--- src/rtl/mem_port_arbiter.sv ---
// Shared single-port memory arbiter for IF and DM requesters: issue, fixed-latency wait, response.
// Define MEM_ARB_ROUND_ROBIN_EN to replace DM-priority/FAIR_LIMIT arbitration with round-robin.
module mem_port_arbiter #(
  parameter int ADDR_W     = 32,
  parameter int DATA_W     = 16,
  parameter int MEM_LAT    = 2,
  parameter int FAIR_LIMIT = 4
) (
  input  logic              clk,
  input  logic              rst_n,
  input  logic              ifReq,
  input  logic [ADDR_W-1:0] ifAddr,
  output logic              ifGnt,
  output logic              ifValid,
  output logic [DATA_W-1:0] ifData,
  input  logic              dmReq,
  input  logic              dmWrite,
  input  logic [ADDR_W-1:0] dmAddr,
  input  logic [DATA_W-1:0] dmWData,
  output logic              dmGnt,
  output logic              dmValid,
  output logic [DATA_W-1:0] dmData,
  output logic              memEn,
  output logic              memWe,
  output logic [ADDR_W-1:0] memAddr,
  output logic [DATA_W-1:0] memWData,
  input  logic [DATA_W-1:0] memRData,
  output logic              stallIF,
  output logic              stallMEM
);

  localparam int CNT_W = (MEM_LAT > 1) ? $clog2(MEM_LAT) : 1;
  localparam logic [CNT_W-1:0] CNT_LOAD = CNT_W'(MEM_LAT - 1);

  typedef enum logic [1:0] {S_IDLE, S_ISSUE, S_WAIT, S_RESP} state_t;

  state_t             r_state;
  logic               r_owner_dm;
  logic               r_is_write;
  logic [CNT_W-1:0]   r_cnt;
`ifdef MEM_ARB_ROUND_ROBIN_EN
  logic               r_last_dm;
`else
  localparam int STK_W = $clog2(FAIR_LIMIT + 1);
  logic [STK_W-1:0]   r_streak;
`endif

  logic w_pick_dm;
  logic w_rd_busy;

  always_comb begin
    // NOTE: assigning a default before any condition keeps this purely combinational (no latch).
    w_pick_dm = dmReq;
    if (ifReq && dmReq) begin
`ifdef MEM_ARB_ROUND_ROBIN_EN
      w_pick_dm = ~r_last_dm;
`else
      w_pick_dm = (r_streak != STK_W'(FAIR_LIMIT));
`endif
    end
  end

  // A read is in flight from its issue cycle up to and including its response cycle.
  assign w_rd_busy = (r_state != S_IDLE) && !r_is_write;

  assign stallIF  = rst_n & (ifReq | (w_rd_busy & ~r_owner_dm)) & ~ifValid;
  assign stallMEM = rst_n & ((dmReq & ~(dmGnt & dmWrite)) |
                             (w_rd_busy & r_owner_dm & ~dmValid));

  always_ff @(posedge clk or negedge rst_n) begin
    if (!rst_n) begin
      r_state    <= S_IDLE;
      r_owner_dm <= 1'b0;
      r_is_write <= 1'b0;
      r_cnt      <= '0;
`ifdef MEM_ARB_ROUND_ROBIN_EN
      r_last_dm  <= 1'b0;
`else
      r_streak   <= '0;
`endif
      ifGnt      <= 1'b0;
      dmGnt      <= 1'b0;
      ifValid    <= 1'b0;
      dmValid    <= 1'b0;
      ifData     <= '0;
      dmData     <= '0;
      memEn      <= 1'b0;
      memWe      <= 1'b0;
      memAddr    <= '0;
      memWData   <= '0;
    end else begin
      // NOTE: non-blocking assignments so every register updates from pre-edge values.
      ifGnt   <= 1'b0;
      dmGnt   <= 1'b0;
      memEn   <= 1'b0;
      memWe   <= 1'b0;
      ifValid <= 1'b0;
      dmValid <= 1'b0;
      case (r_state)
        S_IDLE: begin
`ifndef MEM_ARB_ROUND_ROBIN_EN
          if (!ifReq || !w_pick_dm) r_streak <= '0;
          else                      r_streak <= r_streak + STK_W'(1);
`endif
          if (ifReq || dmReq) begin
            r_owner_dm <= w_pick_dm;
            r_is_write <= w_pick_dm & dmWrite;
`ifdef MEM_ARB_ROUND_ROBIN_EN
            r_last_dm  <= w_pick_dm;
`endif
            memEn      <= 1'b1;
            memWe      <= w_pick_dm & dmWrite;
            memAddr    <= w_pick_dm ? dmAddr : ifAddr;
            memWData   <= w_pick_dm ? dmWData : '0;
            dmGnt      <= w_pick_dm;
            ifGnt      <= ~w_pick_dm;
            r_state    <= S_ISSUE;
          end
        end
        S_ISSUE: begin
          if (r_is_write) begin
            r_state <= S_IDLE;
          end else begin
            r_cnt   <= CNT_LOAD;
            r_state <= S_WAIT;
          end
        end
        S_WAIT: begin
          if (r_cnt == '0) begin
            if (r_owner_dm) begin
              dmData  <= memRData;
              dmValid <= 1'b1;
            end else begin
              ifData  <= memRData;
              ifValid <= 1'b1;
            end
            r_state <= S_RESP;
          end else begin
            r_cnt <= r_cnt - CNT_W'(1);
          end
        end
        S_RESP:  r_state <= S_IDLE;
        default: r_state <= S_IDLE;
      endcase
    end
  end

endmodule

--- config.mk ---
export PLATFORM = sky130hd
export DESIGN_NAME = mem_port_arbiter
export DESIGN_NICKNAME = d
export VERILOG_FILES = /design/src/rtl/mem_port_arbiter.sv
export SDC_FILE = /design/constraint.sdc
export NUM_CORES = 1
export LEC_CHECK = 0
export ABC_AREA = 1
export BUFFER_PORTS_ARGS = -buffer_cell sky130_fd_sc_hd__buf_2
export CAP_MARGIN = 20
export CORE_MARGIN = 4
export CORE_UTILIZATION = 45
export CTS_BUF_LIST = sky130_fd_sc_hd__clkbuf_2 sky130_fd_sc_hd__clkbuf_4 sky130_fd_sc_hd__clkbuf_8
export CTS_CLUSTER_DIAMETER = 80
export CTS_CLUSTER_SIZE = 30
export DETAILED_ROUTE_END_ITERATION = 10
export PLACE_DENSITY_LB_ADDON = 0.3
export SLEW_MARGIN = 20
export SYNTH_ARGS = -nofsm -noshare
export SYNTH_HDL_FRONTEND = slang
export SYNTH_SLANG_ARGS = --single-unit
--- constraint.sdc ---
create_clock -name clk -period 2 [get_ports clk]
set_input_delay 0 -clock clk [delete_from_list [all_inputs] [get_ports clk]]
set_output_delay 0 -clock clk [all_outputs]
set_load 0.02 [all_outputs]
==> summary.txt, run 1 <==
Clock tree
  – Clock root cell: clkbuf_8
  – CTS Buf Count: 9
  – Clock sinks: 94
  – Worst-skew pair later-pin latency: 350 ps
  – Maximum root-to-sink buffer count: 2
  – CTS tree: done
  – Cts repair resizes: 0
  – H-tree Lvls: 3
  – Hold buffer count at CTS: 95
  – Post-CTS Setup Inserts: 0
  – Clk slew on worst S/H paths: 90 ps

Power
  – Peak supply drop: approximately 0.82 mV
  – Pwr dens: 1316 nW/um2
  – Sequential share of power: 0.385
  – Switching power total: 3.802 mW
  – Combinational share of power: 0.470
  – Sw Ratio: 0.4513
  – Clock power frac: 0.144
  – Internal power: 4.623 mW
  – P_leak: 3.708 nW

Yosys
  – EDFF count, synth: 0
  – Synth top area share: 0.5554
  – Seq cells post-synth: 94
  – Commonest cells post-synth: nand2_1 (170), dfrtp_1 (94), inv_1 (94), nand3_1 (73), o21ai_0 (50)
  – Ranking of synthesized cells by area: dfrtp_1 (56%), nand2_1 (15%), nand3_1 (8.6%)
  – YS warnings: 0
  – Seq/Total Area, Yosys: 0.5554
  – Fraction of registers with async set/reset: 1.000
  – Mapped cell area: 4235 um2
  – Dominant synthesized flop cell: dfrtp_1
  – Mapped Avg Cell Area: 8.021 um2
  – Syn nets: 631
  – Most frequent cell after synthesis: nand2_1
  – Distinct cell type count after synthesis: 22
  – Gate Count Post-Synth: 528
  – Leading area contributor after synthesis: dfrtp_1

Worst setup path
  – RR Endpoint: memAddr[2]
  – Cell chain of the critical path: inv_1 > nand2_2 > nor2_4 > inv_2 > nand2_1 > nand2_1
  – Critical path arrival: around 1900 ps
  – Worst Path Required: 2280 ps
  – R2R depth: 6
  – Reg2Reg Launch Point: r_state[0]
  – Crit-path slowest cell: inv_2
  – Most frequent CP cell: nand2_1
  – FF-to-FF setup slack: 380 ps
  – Critical path type: flip-flop to flip-flop
  – Peak fanout along the critical path: 49
  – Startpoint Class: flip-flop
  – Worst path max stage delay: 590 ps
  – Setup crit end: memAddr[2]
  – Worst setup path startpoint: r_state[0]
  – CP endpoint kind: flip-flop

Worst hold path
  – Worst min-delay path category: primary input to flip-flop

Floorplan
  – Initial Util: 0.4605
  – Die width: about 110 um
  – Rows: 35
  – DIE HEIGHT: between 100 and 150 um
  – Top Ports: 189
  – DIE AREA: 11,030 um2
  – Core Box Area: 9196 um2

Timing
  – Hold Fails Final Rpt: 0
  – Worst Max-Slew Pin Slew: 856.1 ps
  – Slew headroom: 0.4293
  – Final Max Tran Viols: 0
  – Fin Clk Skew: 10.92 ps
  – Final Critical Period: 1617 ps
  – RSZ-0062 raised after global routing: no
  – Maximum clock frequency: 0.6183 GHz
  – Total negative setup slack: 0 ps
  – Final setup fails: 0
  – Period utilisation layout: 0.8086

Cells and area
  – Synth-to-layout area growth: 51.20%
  – N_diodes: 0
  – Non-Filler Instances: 919
  – Share of cells above drive strength 1: 0.2710
  – Filler Cell Count: 691
  – Final nets: roughly 910

Route
  – Drt wl/cell: 15.29 um
  – Iteration-0 DRC Markers: 328
  – First-pass iteration count of the detailed router: 6
  – Vias/cell: approximately 5.0
  – Via count: 4,608
  – Post-route antenna net violation count: 0
  – Drt total wl: 14,060 um
  – # DRC: 0

Place
  – Routability cong.: 0.8099
  – Placed Cells incl. Taps: 808
  – Post-detail-place hpwl: 7844 um
  – IO Port Bufs: 188

Run status
  – Status: complete, no violations

Global routing
  – Vias in the first global route: about 4,700
  – Initial antenna violation count: 0
  – Largest net degree at the start of global routing: between 90 and 100
  – First-pass GRT wire length: 23,180 um
  – GR Overflow Total: 0
  – Tot GR Track Use: 0.2596

Flow run
  – Maximum Capacitance Violations: 0
worst max-delay path: cells and delay by family, from the launching register on:
kind | cells | cell delay (ps)
and+or+nand+nor | 4 | 420
buffers and inverters | 2 | 660
DFF | 1 | 430
layout make-up:
cell class              count  area (um2)  area share
flip-flops and latches     94        2352      0.3673
repair buffers            292        1987      0.3103
multi-input cells         311        1378      0.2151
inverters                  95       356.6     0.05569
clock buffers              11       151.4     0.02364
well taps                 111       138.9     0.02169
clock inverters             5       40.04    0.006252
per-stage QoR:
step / power, mW / area [um2] / setup WS (ps) / utilization / hold WS, ps
detailed placement: 7.021 / 5261 / 435.3 / 0.5721 / -196.3
CTS: 8.401 / 6404 / 412.1 / 0.6963 / 3.466
global route: 9.038 / 6404 / 201.5 / 0.6963 / 13.08
global placement: 6.920 / 5261 / 530.6 / 0.5721 / -195.9
floorplan: 5.658 / 4235 / 616.5 / - / -295.6
finish: 8.425 / 6404 / 382.7 / 0.6963 / 18.31
cells by family (layout without fill, tap and decap cells):
group / Yosys count / count (layout) / synth area share
simple gates: 251 / 251 / 0.2490
compound gates: 57 / 57 / 0.06824
buf+inv: 123 / 403 / 0.1194
xor+xnor: 1 / 1 / 0.002068
flops: 94 / 94 / 0.5554
fa+ha+maj: 2 / 2 / 0.005907
worst min-delay path by stage:
stage	startpoint	endpoint	slack, ps	depth (start not counted)
5_1_grt	dmAddr[27]	memAddr[27]	10	5
3_3_place_gp	rst_n	dmValid	-200	1
3_5_place_dp	rst_n	dmValid	-200	1
2_1_floorplan	rst_n	async pin	-300	0
4_1_cts	dmReq	memAddr[24]	3	4
6_report	dmAddr[27]	memAddr[27]	20	5
metal layers:
layer	up-vias	routed length (um)	global-route usage	share of wire
met5	-	0	0	0
met4	0	434	0.1050	0.031
met3	47	1382	0.07783	0.098
met2	270	6843	0.4395	0.49
met1	2132	5395	0.3082	0.38
li1	2159	-	-	-
registers in the layout, summed over array words and instances, names as in the netlist, named ones only:
register and flops:
r_cnt 1, memWe 1, r_owner_dm 1, dmGnt 1, ifGnt 1, dmData 16, r_is_write 1, ifValid 1
ifData 16, dmValid 1, memAddr 32, r_streak 3, memWData 16, memEn 1, r_state 1
placed cells by master, fill, tap and decap left out, types with 2 or more instances in the layout:
master         synthesis  routed
nand3_1               73      73
nor2_2                 2       2
nor2_1                 3       3
clkbuf_8               0      11
inv_6                  0       2
clkinvlp_4             0       3
o21ai_1                2       2
o21ai_0               50      50
buf_4                  5       8
buf_2                  8     187
dlygate4sd3_1          0      95
buf_12                 0       2
inv_1                 94      94
nand2_1              170     170
dfrtp_1               94      94
a21oi_1                3       3
ha_1                   2       2
power by group through the flow:
stage / sequential, mW / clock (mW) / combinational [mW]
4_1_cts: 3.23 / 1.24 / 3.93
5_1_grt: 3.35 / 1.33 / 4.36
3_3_place_gp: 3.23 / 0 / 3.69
6_report: 3.25 / 1.22 / 3.96
2_1_floorplan: 4.21 / 0 / 1.45
3_5_place_dp: 3.25 / 0 / 3.77
(Power assumes the default switching activity.)
==> inputs of run 2 (changes only) <==
--- a/config.mk
+++ b/config.mk
@@ -9,7 +9,7 @@
 export BUFFER_PORTS_ARGS = -buffer_cell sky130_fd_sc_hd__buf_2
 export CAP_MARGIN = 20
 export CORE_MARGIN = 4
-export CORE_UTILIZATION = 45
+export CORE_UTILIZATION = 44
 export CTS_BUF_LIST = sky130_fd_sc_hd__clkbuf_2 sky130_fd_sc_hd__clkbuf_4 sky130_fd_sc_hd__clkbuf_8
 export CTS_CLUSTER_DIAMETER = 80
 export CTS_CLUSTER_SIZE = 30
==> constraint.sdc (replaced) <==
create_clock -name clk -period 1.3 [get_ports clk]
set_input_delay 0 -clock clk [delete_from_list [all_inputs] [get_ports clk]]
set_output_delay 0 -clock clk [all_outputs]
set_load 0.02 [all_outputs]
==> summary.txt, run 2 (synthesis results as in run 1) <==
Run status
  – Status: complete, but fails checks
  – Failing checks: setup timing

Clock tree
  – CTS tree: done
  – Worst-skew pair later-pin latency: 350 ps (about the same)
  – Clock root cell: clkbuf_8
  – Clock sinks: 94 (unchanged)
  – Maximum root-to-sink buffer count: 2 (unchanged)
  – Clk slew on worst S/H paths: 100 ps (about the same)
  – H-tree Lvls: 3 (unchanged)
  – CTS Buf Count: 9 (unchanged)

Timing
  – Final worst slack: -118.0 ps (-500.7 ps)
  – Final Max Tran Viols: 0 (unchanged)
  – Final Critical Period: 1418 ps (-199.3 ps)
  – Hold Fails Final Rpt: 0 (unchanged)
  – Final setup fails: 77 (+77)
  – Fin Clk Skew: 10.80 ps (-0.1236 ps)
  – Worst Max-Slew Pin Slew: 367.3 ps (-488.8 ps)
  – Total negative setup slack: -3935 ps (-3935 ps)
  – RSZ-0062 raised after global routing: yes
  – Period utilisation layout: 1.091 (+0.2821)
  – Slew headroom: 0.7551 (+0.3259)
  – Maximum clock frequency: 0.7052 GHz (+14%)
  – Worst hold slack: 10.60 ps (-7.703 ps)

Route
  – Drt total wl: 16,470 um (+17%)
  – Post-route antenna net violation count: 0 (unchanged)
  – Iteration-0 DRC Markers: 372 (+13%)
  – Via count: 4,952 (+7.5%)
  – Vias/cell: 5.137 (+2.4%)
  – Drt wl/cell: 17.08 um (+12%)
  – First-pass iteration count of the detailed router: 7 (+1)
  – # DRC: 0 (unchanged)

Floorplan
  – Rows: 35 (unchanged)
  – Die width: 106.1 um (+1.0%)
  – DIE HEIGHT: 106.1 um (+1.0%)
  – DIE AREA: 11,260 um2 (+2.1%)
  – Initial Util: 0.4562 (-0.004345)
  – Core Box Area: 9284 um2 (+0.95%)
  – Top Ports: 189 (unchanged)

Global routing
  – First-pass GRT wire length: 23,230 um (+0.18%)
  – Largest net degree at the start of global routing: 49 (-48%)
  – Tot GR Track Use: 0.2557 (-0.003842)
  – Initial antenna violation count: 0 (unchanged)
  – Vias in the first global route: 4,862 (+3.2%)
  – GR Overflow Total: 0 (unchanged)

Cells and area
  – Most frequent cells in the layout: buf_2 (185), nand2_1 (123), dfrtp_1 (94)
  – Final nets: 933 (+3.0%)
  – Largest register by flop count: memAddr
  – Share of cells above drive strength 1: 0.4096 (+0.1385)
  – Synth-to-layout area growth: 73.59%
  – Most common cell after layout, fill and taps aside: buf_2
  – Cell area after layout: 7352 um2 (+15%)
  – Non-Filler Instances: 964 (+4.9%)
  – Area occupied by multi-input gates: 1843 um2 (+34%)
  – Filler Cell Count: 586 (-15%)
  – Max reg flops: 32 (unchanged)
  – N_diodes: 0 (unchanged)
  – Seq. cell area: 2352 um2 (unchanged)

Power
  – Peak supply drop: 1.335 mV (+63%)
  – Final total power: 15.02 mW (+78%)
  – P_leak: 4.101 nW (+11%)
  – Pwr dens: 2043 nW/um2 (+55%)

Place
  – IO Port Bufs: 188 (unchanged)
  – Placed Cells incl. Taps: 834 (+3.2%)
  – Routability cong.: 0.8671 (+7.1%)
  – Post-detail-place hpwl: 8290 um (+5.7%)
  – Post-DP Area: 5429 um2 (+3.2%)

Worst hold path
  – Worst min-delay path category: primary input to flip-flop
  – Hold depth: 5 (unchanged)
  – Hold EP: memAddr[4]
  – Hold_sp: dmAddr[4]

Worst setup path
  – FF-to-FF setup slack: -120 ps (-500 ps)
  – Critical path type: flip-flop to flip-flop
  – R2R depth: 7 (+1)
  – Worst Path Required: 1530 ps (-750 ps)
  – Startpoint Class: flip-flop
  – Peak fanout along the critical path: 8 (-84%)
  – CP endpoint kind: flip-flop
  – RR Endpoint: ifData[11]
  – Critical path arrival: 1640 ps (-260 ps)

Flow run
  – Maximum Capacitance Violations: 0 (unchanged)
## run 2: worst max-delay path by stage
stage,startpoint,to,cells after the start
finish,flip-flop,ifData[11],7
global route,r_streak[1],memAddr[17],8
CTS,flip-flop,stallMEM,6
detailed placement,flip-flop,memWData[8],6
global placement,flip-flop,memWData[11],6
floorplan,r_streak[1],memAddr[19],9
## run 2: area by class of cell
type	count	area share
multi-input combinational	311	0.2507
inverter	95	0.04850
sequential	94	0.3199
clock inverter	6	0.009360
timing repair buffer	319	0.3317
tap	129	0.02195
clock buffer	10	0.01787
## run 2: what timing repair did
item / CTS / global route
setup endpoints to repair: 39 / 83
hold buffers: 93 / 0
gates resized for setup: 12 / 152
buffers inserted: 4 / 6
gates cloned: 1 / 10
pin swaps: 3 / 15
endpoints found under the hold margin: 176 / 0
## run 2: stage by stage
step	util	setup slack, ps
after global placement	0.5848	15.47
final	0.7919	-118.0
after CTS	0.7167	-48.42
after global routing	0.7919	-176.2
after detailed placement	0.5848	-43.77
after floorplan	-	20.07
## run 2: layer usage
layer / global-route usage / vias up / share of wire
met4: 0.1249 / 0 / 0.038
met1: 0.2960 / 2297 / 0.36
met5: 0 / - / 0
met2: 0.4344 / 354 / 0.51
li1: - / 2226 / -
met3: 0.07286 / 75 / 0.090
## run 2: critical path, stage by stage (launching register included)
cell       delay, ps
dfrtp_1          380
inv_2             70
buf_6            120
nor2_4           180
nand3_4          180
clkbuf_16        230
nand2_2           60
o21ai_1           80
## run 2: power breakdown
group / internal (mW) / switching [mW]
combinational: 3.06 / 4.79
sequential: 4.26 / 0.922
clock: 0.926 / 1.06
==> inputs of run 3 (changes only) <==
--- a/config.mk
+++ b/config.mk
@@ -14,7 +14,7 @@
 export CTS_CLUSTER_DIAMETER = 80
 export CTS_CLUSTER_SIZE = 30
 export DETAILED_ROUTE_END_ITERATION = 10
-export PLACE_DENSITY_LB_ADDON = 0.3
+export PLACE_DENSITY = 0.81
 export SLEW_MARGIN = 20
 export SYNTH_ARGS = -nofsm -noshare
 export SYNTH_HDL_FRONTEND = slang
==> summary.txt, run 3 (synthesis results as in run 1) <==
Power
  – P_leak: 4.060 nW (-1.0%)
  – Final total power: 16.04 mW (+6.8%)
  – Peak supply drop: 1.696 mV (+27%)
  – Pwr dens: 2196 nW/um2 (+7.5%)

Cells and area
  – Most common cell after layout, fill and taps aside: buf_2
  – Max reg flops: 32 (unchanged)
  – Largest register by flop count: memAddr
  – Final nets: 929 (-0.43%)
  – Synth-to-layout area growth: 72.50%
  – Non-Filler Instances: 961 (-0.31%)
  – Share of cells above drive strength 1: 0.3815 (-0.02811)
  – Most frequent cells in the layout: buf_2 (185), nand2_1 (140), dfrtp_1 (94)

Run status
  – Failing checks: setup timing
  – Status: complete, but fails checks

Place
  – Placed Cells incl. Taps: 831 (-0.36%)
  – Post-detail-place hpwl: 8677 um (+4.7%)
  – IO Port Bufs: 188 (unchanged)
  – Place WS: -74.90 ps (-31.13 ps)
  – Routability cong.: 0.8285 (-4.5%)

Global routing
  – Vias in the first global route: 5,077 (+4.4%)
  – Initial antenna violation count: 2 (+2)
  – Largest net degree at the start of global routing: 55 (+12%)
  – Tot GR Track Use: 0.2758 (+0.02009)
  – First-pass GRT wire length: 24,760 um (+6.6%)
  – GR Overflow Total: 0 (unchanged)

Floorplan
  – DIE HEIGHT: 106.1 um (unchanged)
  – Rows: 35 (unchanged)
  – Core Box Area: 9284 um2 (unchanged)
  – DIE AREA: 11,260 um2 (unchanged)
  – Die width: 106.1 um (unchanged)
  – Initial Util: 0.4562 (unchanged)
  – Top Ports: 189 (unchanged)

Worst setup path
  – Crit-path slowest cell: dfrtp_1
  – Worst path max stage delay: 380 ps (about the same)
  – Critical path type: flip-flop to flip-flop
  – Critical path arrival: 1660 ps (+20 ps)
  – FF-to-FF setup slack: -130 ps (about the same)
  – Peak fanout along the critical path: 33 (+25)
  – CP endpoint kind: flip-flop
  – Cell chain of the critical path: inv_2 > buf_6 > nor2_4 > nand3_2 > buf_12 > o21ai_0
  – Worst Path Required: 1530 ps (about the same)
  – Startpoint Class: flip-flop

Timing
  – Worst Max-Slew Pin Slew: 717.6 ps (+350.3 ps)
  – Total negative setup slack: -3412 ps (+522.9 ps)
  – Period utilisation layout: 1.100 (+0.009287)
  – Final Critical Period: 1430 ps (+12.07 ps)
  – Fin Clk Skew: 15.48 ps (+4.687 ps)
  – Hold Fails Final Rpt: 0 (unchanged)
  – Final setup fails: 68 (-12%)
  – Slew headroom: 0.5216 (-0.2336)
  – RSZ-0062 raised after global routing: yes
  – Final Max Tran Viols: 0 (unchanged)
  – Final worst slack: -130.0 ps (-12.07 ps)
  – Maximum clock frequency: 0.6993 GHz (-0.84%)
  – Worst hold slack: 7.252 ps (-3.352 ps)

Worst hold path
  – Worst min-delay path category: primary input to flip-flop

Clock tree
  – Clk slew on worst S/H paths: 90 ps (about the same)
  – H-tree Lvls: 3 (unchanged)
  – Maximum root-to-sink buffer count: 2 (unchanged)
  – CTS Buf Count: 9 (unchanged)
  – Clock sinks: 94 (unchanged)
  – Clock root cell: clkbuf_8
  – CTS tree: done
  – Worst-skew pair later-pin latency: 350 ps (about the same)

Route
  – Post-route antenna net violation count: 0 (unchanged)
  – Vias/cell: 5.340 (+4.0%)
  – Iteration-0 DRC Markers: 461 (+24%)
  – Drt wl/cell: 18.78 um (+10%)
  – Via count: 5,132 (+3.6%)
  – # DRC: 0 (unchanged)
  – Drt total wl: 18,050 um (+9.6%)
  – First-pass iteration count of the detailed router: 5 (-2)

Flow run
  – Maximum Capacitance Violations: 0 (unchanged)
-- run 3: final cells by class --
type | count | area, um2
Sequential cell | 94 | 2352
Clock inverter | 6 | 133.9
Fill cell | 538 | 1978
Multi-Input combinational cell | 311 | 1714
Tap cell | 129 | 161.4
Timing Repair Buffer | 315 | 2451
Antenna cell | 1 | 2.502
Inverter | 95 | 359.1
Clock buffer | 10 | 131.4
-- run 3: worst paths after layout --
path | startpoint | endpoint | depth (start not counted)
min in group asynchronous | rst_n | ifData[9] | 3
max in group asynchronous | rst_n | r_streak[1] | 3
hold reg to reg | memAddr[19] | memAddr[19] | 2
setup reg to reg | flip-flop | ifData[9] | 6
setup / recovery | flip-flop | ifData[9] | 6
hold / removal | ifAddr[26] | memAddr[26] | 5
-- run 3: through the flow --
stage | utilization | cell area [um2]
after floorplan | - | 4262
after global placement | 0.5810 | 5394
after detailed placement | 0.5810 | 5394
after CTS | 0.7206 | 6690
after global routing | 0.7869 | 7306
final | 0.7869 | 7306
-- run 3: worst max-delay path: cells and delay by family, from the launching register on --
kind	cells	cell delay (ps)
compound gates	1	300
buf+inv	3	370
flops	1	380
simple gates	2	260
-- run 3: where the power goes --
part           switching [mW]  internal (mW)  total (mW)
Clock                    1.04           1.50        2.54
Combinational            5.01           3.28        8.30
Sequential              0.942           4.26        5.21
Total                    7.00           9.04        16.0
-- run 3: timing repair --
| action | CTS | global route |
|---|---|---|
| endpoints found under the hold margin | 176 | 0 |
| buffers inserted | 3 | 4 |
| pin swaps | 4 | 8 |
| gates resized for setup | 18 | 117 |
| gates cloned | 2 | 13 |
| endpoints found under the setup margin | 41 | 86 |
| hold buffers | 91 | 0 |
-- run 3: layer usage --
layer / vias to the layer above / wire length [um] / GRT usage
met4: 2 / 945 / 0.1563
met5: - / 7 / 0
met1: 2415 / 6145 / 0.3065
met3: 93 / 2201 / 0.1002
met2: 404 / 8753 / 0.4566
li1: 2218 / - / -
